--- config.mk ---
export PLATFORM = sky130hd
export DESIGN_NAME = flag_branch_unit
export DESIGN_NICKNAME = d
export VERILOG_FILES = /design/src/rtl/flag_branch_unit.sv
export SDC_FILE = /design/constraint.sdc
export NUM_CORES = 1
export LEC_CHECK = 0
export ABC_CLOCK_PERIOD_IN_PS = 1350
export CAP_MARGIN = 30
export CORE_ASPECT_RATIO = 1.5
export CORE_UTILIZATION = 35
export CTS_CLUSTER_DIAMETER = 30
export DETAILED_ROUTE_END_ITERATION = 10
export GPL_TIMING_DRIVEN = 1
export PLACE_DENSITY = 0.75
export SKIP_CTS_REPAIR_TIMING = 1
export SYNTH_ARGS = -nofsm -noshare
export SYNTH_HDL_FRONTEND = slang
export SYNTH_SLANG_ARGS = --single-unit
--- constraint.sdc ---
create_clock -name clk -period 1.35 [get_ports clk]
set_clock_uncertainty 0.1 [all_clocks]
set_input_delay 0.135 -clock clk [delete_from_list [all_inputs] [get_ports clk]]
set_output_delay 0.135 -clock clk [all_outputs]
set_load 0.1 [all_outputs]
--- src/rtl/flag_branch_unit.sv ---
// Condition-code register (Z,V,N) fed by the ALU, plus a request/response branch resolver
// with a wrapping taken-branch counter.
module flag_branch_unit #(
    parameter bit          FWD   = 1'b1,
    parameter int unsigned CNT_W = 16
) (
    input  logic             clk,
    input  logic             rst_n,
    input  logic             alu_valid,
    input  logic [2:0]       alu_ops,
    input  logic [15:0]      alu_dst,
    input  logic             alu_ov,
    input  logic             alu_zr,
    input  logic             br_req,
    input  logic [2:0]       br_ccc,
    output logic             br_ready,
    output logic             br_done,
    output logic             br_taken,
    output logic [2:0]       flags,
    output logic [CNT_W-1:0] taken_cnt
);

    typedef enum logic [0:0] {StIdle, StResolve} state_e;

    state_e           r_state;
    state_e           w_state_nxt;
    logic [2:0]       r_flags;
    logic [2:0]       w_flags_nxt;
    logic [2:0]       w_flags_eval;
    logic             r_taken;
    logic             w_taken_nxt;
    logic             w_cond;
    logic [CNT_W-1:0] r_cnt;
    logic [CNT_W-1:0] w_cnt_nxt;
    logic             w_unused_dst;

    // Only the sign bit of the result matters; zero detection comes from alu_zr.
    assign w_unused_dst = ^alu_dst[14:0];

    // Flag bit order is {Z, V, N}.
    function automatic logic f_cond(input logic [2:0] f, input logic [2:0] ccc);
        logic z;
        logic v;
        logic n;
        logic res;
        z = f[2];
        v = f[1];
        n = f[0];
        case (ccc)
            3'b000:  res = ~z;
            3'b001:  res = z;
            3'b010:  res = ~z & ~n;
            3'b011:  res = n;
            3'b100:  res = z | ~n;
            3'b101:  res = n | z;
            3'b110:  res = v;
            default: res = 1'b1;
        endcase
        return res;
    endfunction

    always_comb begin
        w_flags_nxt = r_flags;
        if (alu_valid) begin
            case (alu_ops)
                3'b000, 3'b001: w_flags_nxt = {alu_zr, alu_ov, alu_dst[15]};
                3'b110:         w_flags_nxt = r_flags;
                default:        w_flags_nxt[2] = alu_zr;
            endcase
        end
    end

    // With forwarding, a branch sees the flags being written in the same cycle.
    assign w_flags_eval = FWD ? w_flags_nxt : r_flags;
    assign w_cond       = f_cond(w_flags_eval, br_ccc);

    always_comb begin
        w_state_nxt = r_state;
        w_taken_nxt = r_taken;
        w_cnt_nxt   = r_cnt;
        case (r_state)
            StIdle: begin
                if (br_req) begin
                    w_state_nxt = StResolve;
                    w_taken_nxt = w_cond;
                end
            end
            StResolve: begin
                w_state_nxt = StIdle;
                if (r_taken) begin
                    w_cnt_nxt = r_cnt + CNT_W'(1);
                end
            end
            default: w_state_nxt = StIdle;
        endcase
    end

    always_ff @(posedge clk or negedge rst_n) begin
        if (!rst_n) begin
            r_state <= StIdle;
            r_flags <= 3'b000;
            r_taken <= 1'b0;
            r_cnt   <= '0;
        end else begin
            r_state <= w_state_nxt;
            r_flags <= w_flags_nxt;
            r_taken <= w_taken_nxt;
            r_cnt   <= w_cnt_nxt;
        end
    end

    assign br_ready  = (r_state == StIdle);
    assign br_done   = (r_state == StResolve);
    assign br_taken  = br_done & r_taken;
    assign flags     = r_flags;
    assign taken_cnt = r_cnt;

endmodule

==> reports/qor.csv, run 1 <==
stage;metric;value;unit
status;status;complete, but fails checks;
status;failing checks;setup timing;
min_path;worst hold path class;input pin to async pin;
sta;slew at the pin with the worst max-slew slack;0.2557;ns
synthesis;top cell type's share of synthesized area;0.5440;
synthesis;Synth warnings;0;
setup_path;R2R setup slack;-0.07;ns
power_and_ir_drop;Max IR drop VDD;1.541;mV
power_and_ir_drop;leakage;0.0008257;uW
sta;crit share post-route;1.079;
synthesis;Post-Syn Instances;80;
clock_tree;CTS Sinks;21;
setup_path;CP Class;flip-flop to output port;
setup_path;critical path launch point;br_done$_DFF_PN0_;
synthesis;Synth Register Bits;21;
die;Die W;44.90;um
layout;nets;169;
synthesis;post-synth top area cell;dfrtp_1;
clock_tree;Max Buffers Root-to-Sink;2;
layout;fraction of final layout cells sized beyond drive strength 1;0.5540;
clock_tree;clk root buf;clkbuf_8;
flow_run;total of max-cap violations;0;
sta;post-route setup slack;-0.1060;ns
synthesis;compound-gate portion of the synthesized area;0.03368;
die;num ports;50;
layout;Finished Layout Cells;176;
route;DR vias;828;
synthesis;adder-cell share of the synthesized area;0.01295;
global_routing;GRT Overall Usage;0.1883;
global_routing;vias in the first global route;902;
synthesis;post-synthesis cell type count;26;
route;antenna-violating nets left;0;
sta;Slew Limit Fails;0;
placement;dpl cells;169;
layout;Layout area overhead;90.41;%
synthesis;Seq/Total Area, Yosys;0.5440;
die;row cnt;23;
clock_tree;Worst-path clk slew;0.08;ns
route;DR WL/cell;14.03;um
layout;Core Util, Final;0.6947;
synthesis;Post-synth EDFFs;0;
sta;relative slew slack;0.8262;
setup_path;Reg2Reg Launch Point;br_done$_DFF_PN0_;
synthesis;count leader, synth;dfrtp_1;
synthesis;top_reg_cell synth;dfrtp_1;
synthesis;post-synthesis net count;109;
sta;final setup vio count;13;
sta;Final min period;1.456;ns
setup_path;CP Max Fanout;5;
synthesis;main combinational cell family by area after synthesis;simple AND/OR/NAND/NOR gates;
route;initial DRC count;22;
route;router iterations before antenna repair;2;
global_routing;initial antenna violation count;0;
die;die area;2978;um^2
setup_path;crit path to;br_taken;
synthesis;Synth Cell Area;965.9;um^2
setup_path;Critical Path AT;1.22;ns
sta;Sum Neg Setup Slack;-0.6591;ns
synthesis;Async S/R FF share, synth;1.000;
die;chip height;66.34;um
die;core footprint;2648;um^2
setup_path;FF-to-FF End;taken_cnt[12]$_DFFE_PN0P_;
synthesis;XOR/XNOR Fraction of Synth Area;0.1360;
clock_tree;clk_lat worst skew;0.26;ns
synthesis;largest cells by area after synthesis;dfrtp_1, xnor2_1, nand3_1;
power_and_ir_drop;Pwr Total;2995;uW
sta;fmax;686.8;MHz
route;routed wire length;2.469;mm
placement;Place WS;-0.4979;ns
sta;RSZ-0062 raised after global routing;yes;
global_routing;first-pass GRT wire length;3.995;mm
global_routing;pin count of the biggest net entering global routing;22;
synthesis;simple-gate share of the synthesized area;0.2047;
placement;Final Wtd Congestion;0.7324;
route;DRC viols;0;
die;Starting Density;0.3648;
global_routing;total grt overflow;0;
clock_tree;CTS tree;yes;
synthesis;top post-synthesis cells by count;dfrtp_1, xnor2_1, nand2_1;
synthesis;synthesized area per cell;12.07;um^2
sta;Final Hold Fails;0;
placement;dpl hpwl;1.782;mm
setup_path;worst reg2reg path depth;5;
route;vias per inst;4.705;
synthesis;post-synthesis mux area share;0.04922;
setup_path;crit start category;flip-flop;
placement;Port-buffer cells;34;
setup_path;CP required;1.12;ns
layout;Antenna diodes;0;
setup_path;crit end category;output port;
clock_tree;Num CTS Buffers;3;
power_and_ir_drop;pwr dens;1628;nW/um^2
clock_tree;H-tree levels;1;
==> stage by stage <==
stage                     area (um^2)  hold slack [ns]
final                            1839           0.1171
after global routing             1839           0.1433
after CTS                        1780           0.1309
after detailed placement         1734           0.4062
after global placement           1734           0.3976
after floorplan                  1005          -0.2606
==> final cells by class <==
cell class                 count  area [um^2]
timing repair buffer          56        739.5
clock inverter                 1        5.005
tap                           37        46.29
sequential                    21        553.0
fill                         200        808.3
inverter                       2        7.507
multi-input combinational     56        446.7
clock buffer                   3        41.29
==> routing by layer <==
| metal | global-route usage | share of wire | vias to the layer above |
|---|---|---|---|
| li1 | - | - | 392 |
| met1 | 0.1962 | 0.33 | 391 |
| met2 | 0.3438 | 0.58 | 38 |
| met3 | 0.04645 | 0.055 | 7 |
| met4 | 0.07955 | 0.029 | 0 |
| met5 | 0 | 0 | - |
==> how the worst min path moves through the flow <==
stage	from	end	slack (ns)
final	rst_n	taken_cnt[14]$_DFFE_PN0P_	0.12
after CTS	rst_n	taken_cnt[12]$_DFFE_PN0P_	0.13
after floorplan	rst_n	flags[1]$_DFF_PN0_	-0.26
after global routing	rst_n	taken_cnt[14]$_DFFE_PN0P_	0.14
after global placement	rst_n	taken_cnt[13]$_DFFE_PN0P_	0.40
after detailed placement	taken_cnt[11]$_DFFE_PN0P_	taken_cnt[11]$_DFFE_PN0P_	0.41
==> cell families after synthesis <==
family / count (synthesis)
AND/OR/NAND/NOR: 32
AO/OA/AOI/OAI: 4
multiplexers: 4
XOR/XNOR: 15
flip-flops: 21
buffers and inverters: 3
adder cells (fa/ha/maj): 1
==> worst max-delay path, cell delays in order, from the launching register on <==
cell	delay [ns]
dfrtp_4	0.48
and2_4	0.19
buf_6	0.13
buf_12	0.16
==> report_power, final <==
| part | internal, uW | switching [uW] |
|---|---|---|
| Sequential | 751 | 78.6 |
| Clock | 206 | 209 |
| Combinational | 685 | 1070 |
==> placed cells by master (no fill, tap or decap), types with 2 or more instances in the layout <==
cell type	count
nand2_1	8
and3_1	2
buf_4	21
nand4_1	3
nor2_1	3
buf_12	22
mux2_2	2
dfrtp_4	3
xnor2_1	12
dlymetal6s2s_1	4
nand3_1	6
nor2_2	2
dfrtp_1	5
xor2_1	2
clkdlybuf4s50_1	8
dfrtp_2	13
clkbuf_8	3
==> state kept, by name, indices dropped and copies added, names as in the netlist <==
signal and flops:
br_done 1, taken_cnt 16, flags 3, r_taken 1
(Power assumes the default switching activity.)
==> inputs of run 2 (changes only) <==
- ABC_CLOCK_PERIOD_IN_PS: 1350 -> 1600
- CORE_UTILIZATION: 35 -> 40
- CTS_BUF_LIST: default -> sky130_fd_sc_hd__clkbuf_4 sky130_fd_sc_hd__clkbuf_8
- PLACE_DENSITY: 0.75 -> 0.81
- SLEW_MARGIN: default -> 25
- clock period: 1.35 -> 1.6 ns (I/O delays scaled with it)
==> run 2 against run 1 <==
Effect of this change: the run now ends clean; global-route usage shrank 2.2 points; routed wire length fell by 19%; sequential power decreased by 7.6%; first-iteration DRC count decreased by 73%; sequential cell count did not move; non-clock buffer count is 18 lower; combinational power shrank 29%; cell count is 18% lower; clock-buffer cell count grew 1; largest power group unchanged.
==> reports/qor.csv, run 2 (synthesis gave the netlist of run 1 again) <==
stage;metric;value;unit
route;DR vias;748;
global_routing;first-pass GRT wire length;3.525;mm
sta;fmax;648.8;MHz
setup_path;CP Class;flip-flop to output port;
die;Starting Density;0.4275;
clock_tree;clk_lat worst skew;0.29;ns
global_routing;vias in the first global route;827;
setup_path;Crit path top cell by count;buf_12;
route;router iterations before antenna repair;2;
layout;Finished Layout Cells;144;
die;row cnt;21;
placement;dpl hpwl;1.646;mm
setup_path;slowest stage cell on the critical path;dfrtp_4;
power_and_ir_drop;leakage;0.0006929;uW
setup_path;crit start category;flip-flop;
die;chip height;62.19;um
layout;Core Util, Final;0.7265;
setup_path;crit-path leading delay family;flip-flops;
setup_path;CP Max Fanout;4;
die;num ports;50;
layout;most frequent cells in the layout;buf_12, dfrtp_2, xnor2_1, clkdlybuf4s50_1, nand2_1;
setup_path;CP required;1.34;ns
clock_tree;H-tree levels;1;
clock_tree;CTS Sinks;21;
route;initial DRC count;6;
layout;nets;151;
clock_tree;CTS tree;yes;
layout;fraction of final layout cells sized beyond drive strength 1;0.4463;
clock_tree;Max Buffers Root-to-Sink;2;
layout;max reg flops;16;
layout;commonest non-fill, non-tap cell in the layout;buf_12;
route;DR WL/cell;13.82;um
route;vias per inst;5.194;
sta;Slew Limit Fails;0;
flow_run;total of max-cap violations;0;
setup_path;Critical Path AT;1.28;ns
sta;slew at the pin with the worst max-slew slack;0.2974;ns
die;core footprint;2260;um^2
global_routing;total grt overflow;0;
clock_tree;Num CTS Buffers;3;
route;DRC viols;0;
placement;Final Wtd Congestion;0.7006;
min_path;worst hold path class;input pin to async pin;
setup_path;Largest stage delay, worst path;0.52;ns
clock_tree;clk root buf;clkbuf_4;
sta;Final min period;1.541;ns
global_routing;pin count of the biggest net entering global routing;22;
layout;# fillers;159;
route;antenna-violating nets left;0;
die;die area;2620;um^2
global_routing;initial antenna violation count;0;
sta;final setup vio count;0;
layout;Antenna diodes;0;
power_and_ir_drop;Max IR drop VDD;1.526;mV
layout;Layout area overhead;69.95;%
setup_path;WP buf/inv;2;
placement;dpl cells;138;
status;status;complete, no violations;
power_and_ir_drop;pwr dens;1389;nW/um^2
placement;Port-buffer cells;34;
setup_path;crit path cell chain;and2_4 > buf_12 > buf_12;
route;routed wire length;1.990;mm
sta;Final Hold Fails;0;
sta;crit share post-route;0.9633;
clock_tree;Worst-path clk slew;0.11;ns
sta;Sum Neg Setup Slack;0;ns
global_routing;GRT Overall Usage;0.1662;
sta;relative slew slack;0.7960;
die;Die W;42.13;um
setup_path;crit end category;output port;
==> run 2: cell count changes in the layout (fill, tap and decap cells not counted), sizes merged <==
cell	previous run	this run
clkdlybuf4s50	8	12
buf	44	26
dlymetal6s2s	4	0
clkbuf	3	4
clkinv	1	0
==> run 2: power by group <==
group	leakage (uW)	internal [uW]	total (uW)	switching, uW
Combinational	0.000423	465	1250	784
Sequential	0.000252	631	767	136
Clock	0.0000184	114	264	151
==> run 2: per-stage QoR <==
step / cell area [um^2] / total power, uW / setup WS, ns / hold slack (ns)
final: 1642 / 2280 / 0.05867 / 0.1014
after global routing: 1642 / 2377 / -0.003202 / 0.1167
after CTS: 1614 / 2284 / 0.03220 / 0.1107
after detailed placement: 1584 / 2021 / -0.1951 / 0.4111
after global placement: 1584 / 2005 / -0.1427 / 0.3987
after floorplan: 999.7 / 1516 / -0.2782 / -0.2356
==> run 2: final timing paths <==
| check | start | cells after the start | slack (ns) | to |
|---|---|---|---|---|
| setup reg to reg | br_done$_DFF_PN0_ | 5 | 0.06 | taken_cnt[13]$_DFFE_PN0P_ |
| hold reg to reg | taken_cnt[4]$_DFFE_PN0P_ | 1 | 0.43 | taken_cnt[4]$_DFFE_PN0P_ |
| min in group clk | br_req | 2 | 0.37 | br_done$_DFF_PN0_ |
| setup / recovery | br_done$_DFF_PN0_ | 3 | 0.06 | br_taken |
| hold / removal | rst_n | 2 | 0.10 | br_done$_DFF_PN0_ |
| max in group asynchronous | rst_n | 2 | 1.07 | br_done$_DFF_PN0_ |
==> run 2: metal layers <==
layer / vias to the layer above / track usage / wire length [um]
met5: - / 0 / 0
met4: 0 / 0.02344 / 0
met3: 0 / 0.03488 / 107
met2: 31 / 0.3281 / 1149
met1: 362 / 0.1782 / 733
li1: 355 / - / -
==> run 2: final cells by class <==
type | count | area [um^2] | area share
Clock buffer | 4 | 30.03 | 0.01829
Timing Repair Buffer | 38 | 603.1 | 0.3674
Multi-Input combinational cell | 56 | 424.2 | 0.2584
Sequential cell | 21 | 548.0 | 0.3338
Tap cell | 23 | 28.78 | 0.01753
Inverter | 2 | 7.507 | 0.004573
==> run 2: worst register-to-register path, delay by kind of cell (launching register included) <==
family / cells / cell delay, ns
simple gates: 4 / 0.72
xor+xnor: 1 / 0.15
flops: 1 / 0.46
==> inputs of run 3 (changes only) <==
- CTS_CLUSTER_SIZE: default -> 10
==> results of run 3 <==
The final DEF is identical to that of run 2; final timing and power are the same.
